===== config.mk =====
export PLATFORM = sky130hd
export DESIGN_NAME = muldiv_ctrl_flat
export DESIGN_NICKNAME = d
export VERILOG_FILES = /design/src/rtl/muldiv_ctrl_if.sv /design/src/rtl/muldiv_ctrl.sv /design/src/flat_wrapper.sv
export SDC_FILE = /design/constraint.sdc
export NUM_CORES = 1
export LEC_CHECK = 0
export CAP_MARGIN = 0
export CORE_MARGIN = 8
export CORE_UTILIZATION = 23
export DETAILED_ROUTE_END_ITERATION = 16
export PLACE_DENSITY_LB_ADDON = 0.15
export SETUP_SLACK_MARGIN = 0.1
export SYNTH_ARGS = -nofsm -noshare
export SYNTH_HDL_FRONTEND = slang
export SYNTH_SLANG_ARGS = --single-unit
export TNS_END_PERCENT = 1

===== constraint.sdc =====
create_clock -name clk -period 2.1 [get_ports clk]
set_clock_uncertainty 0.05 [all_clocks]
set_input_delay 0.42 -clock clk [delete_from_list [all_inputs] [get_ports clk]]
set_output_delay 0.42 -clock clk [all_outputs]
set_load 0.01 [all_outputs]

===== src/rtl/muldiv_ctrl_if.sv =====
// Request/response and muldiv-unit signal bundle for the HI/LO issue controller.
// slave: the controller's view; master: the pipeline/unit side driving it.
interface muldiv_ctrl_if;
    logic        req_valid;
    logic [2:0]  req_cmd;
    logic [31:0] req_a;
    logic [31:0] req_b;
    logic        flush;
    logic        req_ready;
    logic [31:0] rd_data;
    logic        ctl_busy;
    logic        md_start;
    logic        md_we;
    logic        md_hilo;
    logic [1:0]  md_op;
    logic [31:0] md_d1;
    logic [31:0] md_d2;
    logic        md_busy;
    logic [31:0] md_hi;
    logic [31:0] md_lo;

    modport slave (
        input  req_valid, req_cmd, req_a, req_b, flush, md_busy, md_hi, md_lo,
        output req_ready, rd_data, ctl_busy, md_start, md_we, md_hilo, md_op, md_d1, md_d2
    );

    modport master (
        output req_valid, req_cmd, req_a, req_b, flush, md_busy, md_hi, md_lo,
        input  req_ready, rd_data, ctl_busy, md_start, md_we, md_hilo, md_op, md_d1, md_d2
    );
endinterface


===== src/rtl/muldiv_ctrl.sv =====
// HI/LO issue controller: turns EX-stage MULT/DIV/MTxx/MFxx requests into muldiv strobes.
// Define MULDIV_CTRL_QUEUE_EN to add a one-entry command buffer for back-to-back MULT/DIV.
`ifndef SIGNED_MUL
`define SIGNED_MUL   2'd0
`endif
`ifndef UNSIGNED_MUL
`define UNSIGNED_MUL 2'd1
`endif
`ifndef SIGNED_DIV
`define SIGNED_DIV   2'd2
`endif
`ifndef UNSIGNED_DIV
`define UNSIGNED_DIV 2'd3
`endif

module muldiv_ctrl (
    input  logic         clk,
    input  logic         rst,
    muldiv_ctrl_if.slave bus
);
    typedef enum logic [1:0] {
        IDLE   = 2'd0,
        LAUNCH = 2'd1,
        RUN    = 2'd2
    } state_e;

    localparam logic [2:0] CMD_MFHI = 3'd4;
    localparam logic [2:0] CMD_MFLO = 3'd5;
    localparam logic [2:0] CMD_MTHI = 3'd6;
    localparam logic [2:0] CMD_MTLO = 3'd7;

    state_e      state_q, state_d;
    logic        acc_s;
    logic        req_ready_s, md_start_s, md_we_s, md_hilo_s;
    logic [1:0]  md_op_s;
    logic [31:0] md_d1_s, md_d2_s, rd_data_s;
    logic        qvalid_q;

    function automatic logic [1:0] op_map(input logic [1:0] cmd);
        case (cmd)
            2'd0:    op_map = `SIGNED_MUL;
            2'd1:    op_map = `UNSIGNED_MUL;
            2'd2:    op_map = `SIGNED_DIV;
            default: op_map = `UNSIGNED_DIV;
        endcase
    endfunction

    assign acc_s = bus.req_valid & ~bus.flush & ~rst;

`ifdef MULDIV_CTRL_QUEUE_EN
    logic        qvalid_d;
    logic [1:0]  qop_q, qop_d;
    logic [31:0] qd1_q, qd1_d, qd2_q, qd2_d;

    // Command buffer register; a buffered entry survives flushes until issued.
    always_ff @(posedge clk or posedge rst) begin
        if (rst) begin
            qvalid_q <= 1'b0;
            qop_q    <= 2'd0;
            qd1_q    <= 32'd0;
            qd2_q    <= 32'd0;
        end else begin
            qvalid_q <= qvalid_d;
            qop_q    <= qop_d;
            qd1_q    <= qd1_d;
            qd2_q    <= qd2_d;
        end
    end
`else
    assign qvalid_q = 1'b0;
`endif

    // State register.
    always_ff @(posedge clk or posedge rst) begin
        if (rst) begin
            state_q <= IDLE;
        end else begin
            state_q <= state_d;
        end
    end

    // Next-state, handshake and unit strobes.
    always_comb begin
        state_d     = state_q;
        req_ready_s = 1'b0;
        md_start_s  = 1'b0;
        md_we_s     = 1'b0;
        md_hilo_s   = 1'b0;
        md_op_s     = 2'd0;
        md_d1_s     = 32'd0;
        md_d2_s     = 32'd0;
        rd_data_s   = 32'd0;
`ifdef MULDIV_CTRL_QUEUE_EN
        qvalid_d    = qvalid_q;
        qop_d       = qop_q;
        qd1_d       = qd1_q;
        qd2_d       = qd2_q;
`endif
        case (state_q)
            IDLE: begin
                if (qvalid_q) begin
`ifdef MULDIV_CTRL_QUEUE_EN
                    md_start_s = 1'b1;
                    md_op_s    = qop_q;
                    md_d1_s    = qd1_q;
                    md_d2_s    = qd2_q;
                    qvalid_d   = 1'b0;
                    state_d    = LAUNCH;
`endif
                end else if (acc_s) begin
                    req_ready_s = 1'b1;
                    case (bus.req_cmd)
                        CMD_MFHI: rd_data_s = bus.md_hi;
                        CMD_MFLO: rd_data_s = bus.md_lo;
                        CMD_MTHI, CMD_MTLO: begin
                            md_we_s   = 1'b1;
                            md_hilo_s = (bus.req_cmd == CMD_MTHI);
                            md_d1_s   = bus.req_a;
                        end
                        default: begin
                            md_start_s = 1'b1;
                            md_op_s    = op_map(bus.req_cmd[1:0]);
                            md_d1_s    = bus.req_a;
                            md_d2_s    = bus.req_b;
                            state_d    = LAUNCH;
                        end
                    endcase
                end else begin
                    state_d = IDLE;
                end
            end
            LAUNCH: state_d = RUN;
            RUN: begin
                // HI/LO are already valid once busy drops, so return straight to IDLE.
                if (!bus.md_busy) begin
                    state_d = IDLE;
                end else begin
                    state_d = RUN;
                end
            end
            default: state_d = IDLE;
        endcase
`ifdef MULDIV_CTRL_QUEUE_EN
        if ((state_q != IDLE) && acc_s && !bus.req_cmd[2] && !qvalid_q) begin
            req_ready_s = 1'b1;
            qvalid_d    = 1'b1;
            qop_d       = op_map(bus.req_cmd[1:0]);
            qd1_d       = bus.req_a;
            qd2_d       = bus.req_b;
        end else begin
            qvalid_d    = qvalid_d;
        end
`endif
    end

    assign bus.req_ready = req_ready_s;
    assign bus.rd_data   = rd_data_s;
    assign bus.ctl_busy  = (state_q != IDLE) | qvalid_q;
    assign bus.md_start  = md_start_s;
    assign bus.md_we     = md_we_s;
    assign bus.md_hilo   = md_hilo_s;
    assign bus.md_op     = md_op_s;
    assign bus.md_d1     = md_d1_s;
    assign bus.md_d2     = md_d2_s;
endmodule


===== src/flat_wrapper.sv =====
// flat-port wrapper written by rule: the top's interface ports become plain ports
module muldiv_ctrl_flat 
  (clk, rst, bus_req_valid, bus_req_cmd, bus_req_a, bus_req_b, bus_flush, bus_md_busy, bus_md_hi, bus_md_lo, bus_req_ready, bus_rd_data, bus_ctl_busy, bus_md_start, bus_md_we, bus_md_hilo, bus_md_op, bus_md_d1, bus_md_d2);
  muldiv_ctrl_if bus_i ();
  input  logic clk;
  input  logic rst;
  input wire logic [$bits(bus_i.req_valid)-1:0] bus_req_valid;
  input wire logic [$bits(bus_i.req_cmd)-1:0] bus_req_cmd;
  input wire logic [$bits(bus_i.req_a)-1:0] bus_req_a;
  input wire logic [$bits(bus_i.req_b)-1:0] bus_req_b;
  input wire logic [$bits(bus_i.flush)-1:0] bus_flush;
  input wire logic [$bits(bus_i.md_busy)-1:0] bus_md_busy;
  input wire logic [$bits(bus_i.md_hi)-1:0] bus_md_hi;
  input wire logic [$bits(bus_i.md_lo)-1:0] bus_md_lo;
  output wire logic [$bits(bus_i.req_ready)-1:0] bus_req_ready;
  output wire logic [$bits(bus_i.rd_data)-1:0] bus_rd_data;
  output wire logic [$bits(bus_i.ctl_busy)-1:0] bus_ctl_busy;
  output wire logic [$bits(bus_i.md_start)-1:0] bus_md_start;
  output wire logic [$bits(bus_i.md_we)-1:0] bus_md_we;
  output wire logic [$bits(bus_i.md_hilo)-1:0] bus_md_hilo;
  output wire logic [$bits(bus_i.md_op)-1:0] bus_md_op;
  output wire logic [$bits(bus_i.md_d1)-1:0] bus_md_d1;
  output wire logic [$bits(bus_i.md_d2)-1:0] bus_md_d2;
  assign bus_i.req_valid = bus_req_valid;
  assign bus_i.req_cmd = bus_req_cmd;
  assign bus_i.req_a = bus_req_a;
  assign bus_i.req_b = bus_req_b;
  assign bus_i.flush = bus_flush;
  assign bus_i.md_busy = bus_md_busy;
  assign bus_i.md_hi = bus_md_hi;
  assign bus_i.md_lo = bus_md_lo;
  assign bus_req_ready = bus_i.req_ready;
  assign bus_rd_data = bus_i.rd_data;
  assign bus_ctl_busy = bus_i.ctl_busy;
  assign bus_md_start = bus_i.md_start;
  assign bus_md_we = bus_i.md_we;
  assign bus_md_hilo = bus_i.md_hilo;
  assign bus_md_op = bus_i.md_op;
  assign bus_md_d1 = bus_i.md_d1;
  assign bus_md_d2 = bus_i.md_d2;
  muldiv_ctrl u_core (.clk(clk), .rst(rst), .bus(bus_i));
endmodule

## Word-level counts from Yosys, hierarchy flattened

Index checks and enable logic that the tools add are counted.
W data, S select, Z words.

| word-level totals | value |
|---|---|
| output and inout port bits | 103 |
| word-level logic and storage cells | 48 |
| bits in registers | 2 |
| input port bits | 136 |

| operators by class | value |
|---|---|
| bitwise gates (word level) | 4 |
| reductions and logical operators | 6 |
| mux-type cells | 28 |
| equal/unequal tests | 9 |

Operators by type and width:

| cell | count |
|---|---|
| $mux W32 | 8 |
| $pmux W32 S2 | 1 |
| $eq A3 B3 Y1 const B | 4 |
| $mux W2 | 6 |
| $pmux W2 S3 | 2 |
| $mux W1 | 11 |
| $eq A2 B1 Y1 const B | 2 |
| $eq A2 B2 Y1 const B | 2 |
| $logic_not A2 Y1 | 2 |
| $reduce_or A2 Y1 | 2 |
| $reduce_or A4 Y1 | 1 |
| $ne A3 B3 Y1 const B | 1 |
| $and A1 B1 Y1 | 2 |
| $not A1 Y1 | 2 |
| $reduce_bool A2 Y1 | 1 |

## Logic depth before layout (Yosys ltp)

| depth | value |
|---|---|
| word-level depth | 5 |
| mapped depth | 5 |
| depth with buffers taken out | 2 |

## Worst setup path before layout

Ideal clock, no wire load.

| timing | value |
|---|---|
| kind | reg2out |
| from | register u_core.state_q[0] |
| to | output bus_md_d2[0] |
| arrival | 1.635 ns |
| buffers on the path | 3 |
| required time | 1.630 ns |
| path slack | -0.005 ns |
| cell stages (with the launch flop) | 6 |
| cell sequence | dfrtp_1 -> or4_1 -> clkbuf_1 -> buf_6 -> buf_6 -> nor4_1 |

| on the way | value |
|---|---|
| cells in the longest elaborated chain, start to end | 2 |

RTL lines:

| element | line | source |
|---|---|---|
| start, declared | muldiv_ctrl.sv:32 | `state_e state_q, state_d;` |
| start signal, assigned | muldiv_ctrl.sv:78 | `state_q <= state_d;` |
| $logic_not A2 Y1 | muldiv_ctrl.sv:99 | `case (state_q)` |
| $mux W32 | muldiv_ctrl.sv:99 |  |
| end, declared | flat_wrapper.sv:23 | `output wire logic [$bits(bus_i.md_d2)-1:0] bus_md_d2;` |

Every way passes these cells.

## Worst setup path in the final report

| timing | value |
|---|---|
| from | register u_core.state_q[0] |
| to | output bus_md_d1[18] |

| on the way | value |
|---|---|
| cells in the longest elaborated chain, start to end | 2 |

RTL lines:

| element | line | source |
|---|---|---|
| $logic_not A2 Y1 | muldiv_ctrl.sv:99 |  |
| $mux W32 | muldiv_ctrl.sv:99 |  |
| end, declared | flat_wrapper.sv:22 | `output wire logic [$bits(bus_i.md_d1)-1:0] bus_md_d1;` |

Every way passes these cells.

==> impl_metrics.tcl <==
set metrics [dict create \
    yosysSeqAreaShare_pct 3.36 \
    final_cell_count_no_fill 526 \
    syn-num-nets 348 \
    startpoint_type "flip-flop" \
    htree_levels 1 \
    final_net_count 587 \
    ant_nets 0 \
    holdCritPathClass "input port to asynchronous set/reset pin" \
    vias 2668 \
    insertion_delay_ns 0.20 \
    relSlewSlack_pct 64.7 \
    yosys-top-cells-count "nor3_1 (35), inv_1 (33), mux2i_1 (33), nor4_1 (33), nor4b_1 (24)" \
    synth_cell_types 19 \
    top_layer "met4" \
    slew_violations 0 \
    clock_path_buffers 2 \
    status "complete, but fails checks" \
    drv_cap 0 \
    cp-startpoint "u_core.state_q[0]" \
    avgSynthCellArea_sq_um 7.03 \
    largest_register_ffs 2 \
    power.leakage_nw 2.04 \
    post_drt_wl_per_cell_um 20.9 \
    finalHoldWorstSlack_ns 0.0422 \
    rsz0062_at_grt "yes" \
    synth.ff_latch_count 2 \
    synth_top_cell_area_share_pct 22.2 \
    grt_pass1_vias 2700 \
    core_area_sq_um 6310 \
    clock.fmax_mhz 415 \
    ys_async_sr_fraction_pct 100 \
    finalHoldViolations 0 \
    min_period_ns 2.41 \
    ios 239 \
    dpl_cell_area_sq_um 4030 \
    critical_path_arrival_ns 1.94 \
    place_inst 513 \
    area_growth_syn_to_layout_pct 199 \
    ys_top_cells_by_area "mux2i_1 (22%), nor4b_1 (14%), nor4_1 (14%)" \
    wl_um 11000 \
    powerDensity_nw_per_um2 207 \
    antenna_found_initial 0 \
    final_cell_area_sq_um 4450 \
    first_pass_iters 4 \
    ys.flop_type "dfrtp_1" \
    cts_tree "yes" \
    port_buffers 238 \
    hold_buffers 0 \
    crit_type "flip-flop to output pin" \
    die_area_sq_um 9310 \
    hpwl_um 7860 \
    grt_overflow 0 \
    die-height_um 96.5 \
    r2r_slack_ns 0.49 \
    cp-end-kind "output pin" \
    start_util_pct 23.6 \
    reg_top3 "u_core.state_q: 2 flops" \
    reg2reg_depth 3 \
    vias_per_cell 5.07 \
    yosysWarnings 0 \
    drt_first_iter_violations 46 \
    drc 0 \
    syn_inst 212 \
    fin_ws_ns -0.308 \
    worst_pin_slew_ns 0.530 \
    synth.most_common_cell "nor3_1" \
    cp_max_fo 8 \
    rr_endpoint "u_core.state_q[0]" \
    violations "setup timing" \
    die_w_um 96.5 \
    grt_use_total_pct 18.6 \
    setup_viol 102 \
    top_register "u_core.state_q" \
    ir_drop_uv 214 \
    p_total_uw 921 \
    dr_wl_met2_um 5790 \
    num_rows 29 \
    utilization_pct 70.5 \
    clockRootBuffer "clkbuf_8" \
    grt_pass1_wl_um 13800 \
    netlist_area_sq_um 1490 \
    gp_congestion 0.786 \
    fin_crit_sh_pct 115 \
    num_antenna_cells 0 \
    worstPathRequired_ns 1.63 \
    synth-edff-count 0 \
    grt_max_degree 42 \
    synth_top_area_cell "mux2i_1" \
    clkSinkCount 2 \
    drive_above_1_share_pct 50.3 \
    clk_pin_slew_worst_paths_ns 0.03 \
    reg2reg_from "u_core.state_q[0]" \
    wl_met1_um 3540 \
    numCtsBuffers 3 \
    wl_met3_um 1440 \
]
report_power, final:
part | internal [mW] | total, mW | leakage (nW) | switching [mW]
combinational | 0.419 | 0.733 | 1.99 | 0.315
clock | 0.121 | 0.146 | 0.0216 | 0.0252
sequential | 0.0405 | 0.0421 | 0.0273 | 0.00157
total | 0.580 | 0.921 | 2.04 | 0.341
metrics by stage:
| stage | worst slack (ns) | TNS, ns |
|---|---|---|
| floorplan | -0.00544 | -0.159 |
| global placement | -0.947 | -77.69 |
| detailed placement | -0.944 | -79.54 |
| CTS | -0.413 | -25.59 |
| global route | -0.369 | -26.21 |
| finish | -0.308 | -20.60 |
final cells by class:
type | instances | area, sq um
sequential | 2 | 50.0
clock buffer | 3 | 41.3
tap | 77 | 96.3
multi-input combinational | 143 | 1790
inverter | 34 | 128
fill | 527 | 1860
timing repair buffer | 267 | 2340
worst max-delay path, cell delays in order, from the launching register on:
cell,delay [ns]
dfrtp_1,0.40
or4_4,0.69
clkbuf_16,0.23
nor4b_2,0.23
buf_2,0.18
worst max-delay path by stage:
stage,to,slack [ns]
2_1_floorplan,bus_md_d2[0],-0.005
3_3_place_gp,bus_md_d1[0],-0.95
3_5_place_dp,bus_md_d1[0],-0.94
4_1_cts,bus_md_d1[7],-0.41
5_1_grt,bus_md_d1[31],-0.37
6_report,bus_md_d1[18],-0.31
placed cells by master, fill, tap and decap left out, types with 3 or more instances in the layout:
| master | count |
|---|---|
| buf_12 | 7 |
| buf_2 | 102 |
| buf_4 | 12 |
| clkbuf_16 | 8 |
| clkbuf_8 | 3 |
| clkdlybuf4s50_1 | 132 |
| inv_1 | 33 |
| mux2i_1 | 33 |
| nor3_1 | 10 |
| nor3_2 | 21 |
| nor3_4 | 4 |
| nor4_1 | 6 |
| nor4_2 | 17 |
| nor4_4 | 10 |
| nor4b_2 | 20 |
| nor4b_4 | 13 |
routing by layer:
metal | track usage [%] | up-vias
met4 | 4.79 | 0
met2 | 34.8 | 164
met3 | 8.35 | 16
met5 | 0 | -
li1 | - | 1256
met1 | 17.9 | 1232
what timing repair did:
action | 4_1_cts | 5_1_grt
cloned | 0 | 10
endpoints found under the setup margin | 102 | 102
pin swaps | 0 | 10
resized for setup | 529 | 74
buffers inserted | 0 | 0
kinds of logic (layout without fill, tap and decap cells):
family                 count (synthesis)  in the layout  share of synthesized area, %
AND/OR/NAND/NOR                      109            110                          53.0
buffers and inverters                 68            304                          21.5
flip-flops                             2              2                          3.36
multiplexers                          33             33                          22.2
No activity file was read; power rests on OpenSTA's default activity.
